## config.mk

```make
export PLATFORM = sky130hd
export DESIGN_NAME = spi_flash_rom_responder_flat
export DESIGN_NICKNAME = d
export VERILOG_FILES = /design/src/rtl/spi_flash_rom_responder_pkg.sv /design/src/rtl/spi_flash_rom_responder_if.sv /design/src/rtl/spi_flash_rom_responder_pin_sync.sv /design/src/rtl/spi_flash_rom_responder.sv /design/src/flat_wrapper.sv
export SDC_FILE = /design/constraint.sdc
export NUM_CORES = 1
export LEC_CHECK = 0
export CORE_ASPECT_RATIO = 1.1
export CORE_MARGIN = 3
export CORE_UTILIZATION = 35
export CTS_CLUSTER_DIAMETER = 40
export DETAILED_ROUTE_END_ITERATION = 12
export PLACE_DENSITY = 0.54
export SETUP_SLACK_MARGIN = 0.2
export SLEW_MARGIN = 10
export SYNTH_ARGS = -nofsm -noshare
export SYNTH_HDL_FRONTEND = slang
export SYNTH_HIERARCHICAL = 1
export SYNTH_SLANG_ARGS = --single-unit
```

## constraint.sdc

```tcl
create_clock -name clk -period 5.3 [get_ports clk]
set_input_delay 1.06 -clock clk [delete_from_list [all_inputs] [get_ports clk]]
set_output_delay 1.06 -clock clk [all_outputs]
set_load 0.01 [all_outputs]
```

## src/rtl/spi_flash_rom_responder_pkg.sv

```systemverilog
// Shared constants and types for the SPI flash ROM responder:
// opcodes, frame field lengths and the FSM state encoding.
package spi_flash_rom_responder_pkg;

    localparam logic [7:0] OPC_READ      = 8'h03;
    localparam logic [7:0] OPC_FAST_READ = 8'h0B;

    localparam int CMD_BITS   = 8;
    localparam int ADDR_BITS  = 24;
    localparam int DUMMY_BITS = 8;

    typedef enum logic [2:0] {
        ST_IDLE   = 3'd0,
        ST_CMD    = 3'd1,
        ST_ADDR   = 3'd2,
        ST_DUMMY  = 3'd3,
        ST_DATA   = 3'd4,
        ST_IGNORE = 3'd5
    } state_t;

    function automatic logic opcode_supported(input logic [7:0] opc);
        return (opc == OPC_READ) || (opc == OPC_FAST_READ);
    endfunction

endpackage

```

## src/rtl/spi_flash_rom_responder_if.sv

```systemverilog
// SPI pins, memory read port and status flags of the flash ROM responder.
// The slave modport is the responder; the master modport is the initiator/memory side.
interface spi_flash_rom_responder_if #(
    parameter int MEM_ADDR_W = 16
);
    logic                  spi_cs_n;
    logic                  spi_sclk;
    logic                  spi_mosi;
    logic                  spi_miso;
    logic                  spi_miso_oe;
    logic                  mem_rd;
    logic [MEM_ADDR_W-1:0] mem_addr;
    logic [7:0]            mem_data;
    logic                  busy;
    logic                  cmd_err;

    modport slave (
        input  spi_cs_n, spi_sclk, spi_mosi, mem_data,
        output spi_miso, spi_miso_oe, mem_rd, mem_addr, busy, cmd_err
    );

    modport master (
        output spi_cs_n, spi_sclk, spi_mosi, mem_data,
        input  spi_miso, spi_miso_oe, mem_rd, mem_addr, busy, cmd_err
    );
endinterface

```

## src/rtl/spi_flash_rom_responder_pin_sync.sv

```systemverilog
// N-stage synchroniser for one asynchronous pin, with rise/fall flags
// derived from the synchronised value against its previous sample.
module spi_pin_sync #(
    parameter int STAGES = 2
) (
    input  logic clk,
    input  logic rst,
    input  logic din,
    output logic sync,
    output logic rise,
    output logic fall
);

    logic [STAGES-1:0] chain;
    logic              prev;

    // Chain resets low so a pin that is really high shows up as a rise after reset.
    always_ff @(posedge clk) begin
        if (rst) begin
            chain <= '0;
            prev  <= 1'b0;
        end else begin
            chain[0] <= din;
            for (int i = 1; i < STAGES; i++) begin
                chain[i] <= chain[i-1];
            end
            prev <= chain[STAGES-1];
        end
    end

    assign sync = chain[STAGES-1];
    assign rise = sync & ~prev;
    assign fall = ~sync & prev;

endmodule

```

## src/rtl/spi_flash_rom_responder.sv

```systemverilog
// SPI mode-0 responder emulating a serial flash ROM: decodes READ / FAST READ,
// fetches bytes from a synchronous memory port and shifts them out MSB first.
module spi_flash_rom_responder
    import spi_flash_rom_responder_pkg::*;
#(
    parameter int MEM_ADDR_W  = 16,
    parameter int SYNC_STAGES = 2
) (
    input  logic clk,
    input  logic rst,
    spi_flash_rom_responder_if.slave bus
);

    logic cs_sync, cs_rise, cs_fall;
    logic sclk_sync, sclk_rise, sclk_fall;
    logic mosi_sync, mosi_rise, mosi_fall;

    spi_pin_sync #(.STAGES(SYNC_STAGES)) u_cs_sync (
        .clk  (clk),
        .rst  (rst),
        .din  (bus.spi_cs_n),
        .sync (cs_sync),
        .rise (cs_rise),
        .fall (cs_fall)
    );

    spi_pin_sync #(.STAGES(SYNC_STAGES)) u_sclk_sync (
        .clk  (clk),
        .rst  (rst),
        .din  (bus.spi_sclk),
        .sync (sclk_sync),
        .rise (sclk_rise),
        .fall (sclk_fall)
    );

    spi_pin_sync #(.STAGES(SYNC_STAGES)) u_mosi_sync (
        .clk  (clk),
        .rst  (rst),
        .din  (bus.spi_mosi),
        .sync (mosi_sync),
        .rise (mosi_rise),
        .fall (mosi_fall)
    );

    state_t                 state_q, state_d;
    logic [5:0]             bit_cnt_q, bit_cnt_d;
    logic [7:0]             cmd_sr_q, cmd_sr_d;
    logic [ADDR_BITS-1:0]   addr_q, addr_d;
    logic                   dummy_q, dummy_d;
    logic [7:0]             tx_buf_q, tx_buf_d;
    logic                   rd_pend_q, rd_pend_d;
    logic                   armed_q, armed_d;
    logic                   miso_q, miso_d;
    logic                   miso_oe_q, miso_oe_d;
    logic                   mem_rd_q, mem_rd_d;
    logic                   cmd_err_q, cmd_err_d;
    logic [MEM_ADDR_W-1:0]  mem_addr_q, mem_addr_d;
    logic [2:0]             bit_idx;
    logic                   unused_ok;

    assign bit_idx = bit_cnt_q[2:0];

    always_ff @(posedge clk) begin
        if (rst) begin
            state_q    <= ST_IDLE;
            bit_cnt_q  <= '0;
            cmd_sr_q   <= '0;
            addr_q     <= '0;
            dummy_q    <= 1'b0;
            tx_buf_q   <= '0;
            rd_pend_q  <= 1'b0;
            armed_q    <= 1'b0;
            miso_q     <= 1'b0;
            miso_oe_q  <= 1'b0;
            mem_rd_q   <= 1'b0;
            cmd_err_q  <= 1'b0;
            mem_addr_q <= '0;
        end else begin
            state_q    <= state_d;
            bit_cnt_q  <= bit_cnt_d;
            cmd_sr_q   <= cmd_sr_d;
            addr_q     <= addr_d;
            dummy_q    <= dummy_d;
            tx_buf_q   <= tx_buf_d;
            rd_pend_q  <= rd_pend_d;
            armed_q    <= armed_d;
            miso_q     <= miso_d;
            miso_oe_q  <= miso_oe_d;
            mem_rd_q   <= mem_rd_d;
            cmd_err_q  <= cmd_err_d;
            mem_addr_q <= mem_addr_d;
        end
    end

    // Decoding only starts once cs_n has been seen high since reset, so a frame
    // interrupted by rst is never decoded from its middle.
    always_comb begin
        state_d    = state_q;
        bit_cnt_d  = bit_cnt_q;
        cmd_sr_d   = cmd_sr_q;
        addr_d     = addr_q;
        dummy_d    = dummy_q;
        tx_buf_d   = rd_pend_q ? bus.mem_data : tx_buf_q;
        rd_pend_d  = mem_rd_q;
        armed_d    = armed_q | cs_rise;
        miso_d     = miso_q;
        miso_oe_d  = miso_oe_q;
        mem_rd_d   = 1'b0;
        cmd_err_d  = 1'b0;
        mem_addr_d = mem_addr_q;

        if (cs_sync) begin
            state_d   = ST_IDLE;
            bit_cnt_d = '0;
            tx_buf_d  = tx_buf_q;
            rd_pend_d = 1'b0;
            miso_d    = 1'b0;
            miso_oe_d = 1'b0;
        end else begin
            case (state_q)
                ST_IDLE: begin
                    if (armed_q) begin
                        state_d   = ST_CMD;
                        bit_cnt_d = '0;
                    end
                end

                ST_CMD: begin
                    if (sclk_rise) begin
                        cmd_sr_d = {cmd_sr_q[6:0], mosi_sync};
                        if (bit_cnt_q == 6'(CMD_BITS - 1)) begin
                            bit_cnt_d = '0;
                            dummy_d   = (cmd_sr_d == OPC_FAST_READ);
                            if (opcode_supported(cmd_sr_d)) begin
                                state_d = ST_ADDR;
                            end else begin
                                state_d   = ST_IGNORE;
                                cmd_err_d = 1'b1;
                            end
                        end else begin
                            bit_cnt_d = bit_cnt_q + 6'd1;
                        end
                    end
                end

                ST_ADDR: begin
                    if (sclk_rise) begin
                        addr_d = {addr_q[ADDR_BITS-2:0], mosi_sync};
                        if (bit_cnt_q == 6'(ADDR_BITS - 1)) begin
                            bit_cnt_d  = '0;
                            mem_rd_d   = 1'b1;
                            mem_addr_d = addr_d[MEM_ADDR_W-1:0];
                            state_d    = dummy_q ? ST_DUMMY : ST_DATA;
                        end else begin
                            bit_cnt_d = bit_cnt_q + 6'd1;
                        end
                    end
                end

                ST_DUMMY: begin
                    if (sclk_rise) begin
                        if (bit_cnt_q == 6'(DUMMY_BITS - 1)) begin
                            bit_cnt_d = '0;
                            state_d   = ST_DATA;
                        end else begin
                            bit_cnt_d = bit_cnt_q + 6'd1;
                        end
                    end
                end

                // Presenting bit0 prefetches the next byte, which lands in tx_buf
                // long before the next SCLK fall given the 8x clock ratio.
                ST_DATA: begin
                    if (sclk_fall) begin
                        miso_d    = tx_buf_d[3'd7 - bit_idx];
                        miso_oe_d = 1'b1;
                        bit_cnt_d = {3'b000, bit_idx + 3'd1};
                        if (bit_idx == 3'd7) begin
                            mem_rd_d   = 1'b1;
                            mem_addr_d = mem_addr_q + MEM_ADDR_W'(1);
                        end
                    end
                end

                ST_IGNORE: begin
                end

                default: begin
                    state_d = ST_IDLE;
                end
            endcase
        end
    end

    assign bus.spi_miso    = miso_q;
    assign bus.spi_miso_oe = miso_oe_q;
    assign bus.mem_rd      = mem_rd_q;
    assign bus.mem_addr    = mem_addr_q;
    assign bus.cmd_err     = cmd_err_q;
    assign bus.busy        = (state_q != ST_IDLE);

    assign unused_ok = &{1'b0, cs_fall, mosi_rise, mosi_fall, sclk_sync,
                         cmd_sr_q[7], addr_q[ADDR_BITS-1]};

endmodule

```

## src/flat_wrapper.sv

```systemverilog
// flat-port wrapper written by rule: the top's interface ports become plain ports
module spi_flash_rom_responder_flat import spi_flash_rom_responder_pkg::*;
#(
    parameter int MEM_ADDR_W  = 16,
    parameter int SYNC_STAGES = 2
)
  (clk, rst, bus_spi_cs_n, bus_spi_sclk, bus_spi_mosi, bus_mem_data, bus_spi_miso, bus_spi_miso_oe, bus_mem_rd, bus_mem_addr, bus_busy, bus_cmd_err);
  spi_flash_rom_responder_if #(.MEM_ADDR_W(MEM_ADDR_W)) bus_i ();
  input  logic clk;
  input  logic rst;
  input wire logic [$bits(bus_i.spi_cs_n)-1:0] bus_spi_cs_n;
  input wire logic [$bits(bus_i.spi_sclk)-1:0] bus_spi_sclk;
  input wire logic [$bits(bus_i.spi_mosi)-1:0] bus_spi_mosi;
  input wire logic [$bits(bus_i.mem_data)-1:0] bus_mem_data;
  output wire logic [$bits(bus_i.spi_miso)-1:0] bus_spi_miso;
  output wire logic [$bits(bus_i.spi_miso_oe)-1:0] bus_spi_miso_oe;
  output wire logic [$bits(bus_i.mem_rd)-1:0] bus_mem_rd;
  output wire logic [$bits(bus_i.mem_addr)-1:0] bus_mem_addr;
  output wire logic [$bits(bus_i.busy)-1:0] bus_busy;
  output wire logic [$bits(bus_i.cmd_err)-1:0] bus_cmd_err;
  assign bus_i.spi_cs_n = bus_spi_cs_n;
  assign bus_i.spi_sclk = bus_spi_sclk;
  assign bus_i.spi_mosi = bus_spi_mosi;
  assign bus_i.mem_data = bus_mem_data;
  assign bus_spi_miso = bus_i.spi_miso;
  assign bus_spi_miso_oe = bus_i.spi_miso_oe;
  assign bus_mem_rd = bus_i.mem_rd;
  assign bus_mem_addr = bus_i.mem_addr;
  assign bus_busy = bus_i.busy;
  assign bus_cmd_err = bus_i.cmd_err;
  spi_flash_rom_responder #(.MEM_ADDR_W(MEM_ADDR_W), .SYNC_STAGES(SYNC_STAGES)) u_core (.clk(clk), .rst(rst), .bus(bus_i));
endmodule
```

==> impl_results.md <==
* Post-Layout Inst Area at 4220 sq um
* Residual DRC count at 0
* Cts bufs inserted at 9
* Hold Startpoint: u_core/u_cs_sync/chain[0]
* Routed wire per std cell at 15.3 microns
* Via Count at 3075
* Starting density of the core at 0.367
* Fin worst setup slack at 2.38 ns
* Tmin final at 2.92 ns
* Largest net degree at the start of global routing at 59
* Ant. Diodes at 0
* Max Fclk at 342 MHz
* Worst-path fanout max at 15
* Final WL at 8490 microns
* Worst-Margin Slew at 1.15 ns
* Hold WC Path Type: reg -> reg
* Worst Clk Skew at 0.00978 ns
* Die height at 114 microns
* Worst-Skew Late Latency at 0.35 ns
* Synth Area per Inst at 9.45 sq um
* Worst IR Drop VDD at 0.108 mV
* Fill cells at 1031
* Sequential power share at 0.508
* Switching Share at 0.251
* H-tree level count at 3
* CTS tree: built
* Drt first pass iters at 4
* Cell Rows at 38
* CP startpoint: u_core/state_q[1]
* Hold_ws at 0.443 ns
* Placed cells at 538
* CP Data Required Time at 4.24 ns
* Setup TNS at 0 ns
* Num ports at 34
* Syn_nets at 407
* Post-CTS Setup Bufs at 0
* FF-to-FF Start: u_core/state_q[0]
* Area grow syn2layout at 14.2%
* Initial antenna violation count at 0
* Maxcap violations at 0
* Fin crit share at 0.551
* CP Class: reg -> out
* Unrepaired setup endpoints after global routing: no
* Final Max Slew Viols at 0
* DRT iter0 DRCs at 235
* Logic pwr share at 0.070
* Static Leakage at 0.00155 uW
* Arr. time, crit path at 1.86 ns
* ANT nets after route at 0
* Pwr Density at 251 nW/um^2
* CP Capture Type: output port
* First-pass GRT wire length at 14600 microns
* Post-DP HPWL at 5740 microns
* Core area at 10100 sq um
* Leading cell type in the layout, fill and taps excluded: dfxtp_1
* Total GRT Usage at 0.148
* CTS Sinks at 70
* Number of setup violations in the final report at 0
* Internal at 792 uW
* CTS Hold Buffers Added at 0
* Crit start category: register
* Slew HR at 0.229
* Final Hold Viols at 0
* Clock power frac at 0.422
* Setup WS pre-CTS at 2.45 ns
* Finished Layout Cells at 554
* Clk pin slew, worst setup/hold paths at 0.08 ns
* Nets at 425
* Routability Congestion at 0.786
* Share of post-route cells with drive strength above 1 at 0.118
* Synth Instances at 391
* Switching power at 266 uW
* Die ar. at 11800 sq um
* Port Buffer Count at 33
* Clk Tree Root Cell: clkbuf_8
* Die width at 104 microns
* Placed inst area at 4010 sq um
* Remaining global-route overflow at 0
* Most frequent cells in the layout: 70 x dfxtp_1, 48 x nor2_1, 32 x clkdlybuf4s50_1, 32 x mux2i_1
* Number of global-route vias before repair at 2991
* Mapped Area at 3700 sq um
* Longest Clk Path Bufs at 2
* Resized cells post-CTS at 0
* Status: finished, final reports clean
* Yosys warnings at 6
* Vias per cell at 5.55
-- metal layers --
metal	part of all wire	wire length (microns)	track usage	up-vias
li1	-	-	-	1510
met1	0.47	3950	0.193	1469
met2	0.46	3930	0.237	83
met3	0.053	454	0.0362	13
met4	0.018	150	0.0585	0
met5	0	0	0	-
-- worst max-delay path: stages (launching register included) --
cell             delay [ns]
dfxtp_1                0.72
nor2_2                 0.15
nand2_1                0.11
clkdlybuf4s50_1        0.54
-- flip-flops by register name, summed over array words and instances (netlist names), 2 cells and up --
register	cells
u_core/state_q	3
u_core/u_mosi_sync/chain	2
u_core/u_cs_sync/chain	2
u_core/bus.mem_addr	16
u_core/cmd_sr_q	7
u_core/u_sclk_sync/chain	2
u_core/addr_q	15
u_core/tx_buf_q	8
u_core/bit_cnt_q	6
-- final timing paths --
kind / end / slack, ns / cells past startpoint
setup / recovery: bus_busy / 2.38 / 3
hold / removal: u_core/u_cs_sync/chain[1] / 0.44 / 1
setup reg to reg: u_core/bus.mem_addr[0] / 2.43 / 4
hold reg to reg: u_core/u_cs_sync/chain[1] / 0.44 / 1
-- metrics by stage --
step | util | power, uW
floorplan | - | 605
global placement | 0.398 | 622
detailed placement | 0.398 | 623
CTS | 0.419 | 1080
global route | 0.419 | 1110
finish | 0.419 | 1060
-- power by group through the flow --
stage / Combinational, uW / Clock (uW) / Sequential, uW
5_1_grt: 81.0 / 486 / 539
3_5_place_dp: 73.5 / 0 / 550
4_1_cts: 73.5 / 464 / 537
6_report: 73.6 / 447 / 538
3_3_place_gp: 72.7 / 0 / 550
2_1_floorplan: 61.0 / 0 / 544
-- final cells by class --
type	instances	area [sq um]	area share
clock buffers	10	138	0.0326
clock inverters	6	68.8	0.0163
inverters	8	30.0	0.00712
multi-input cells	286	2070	0.491
flip-flops and latches	70	1400	0.332
well taps	140	175	0.0415
repair buffers	34	333	0.0789
Power figures use the tool's default switching activity.
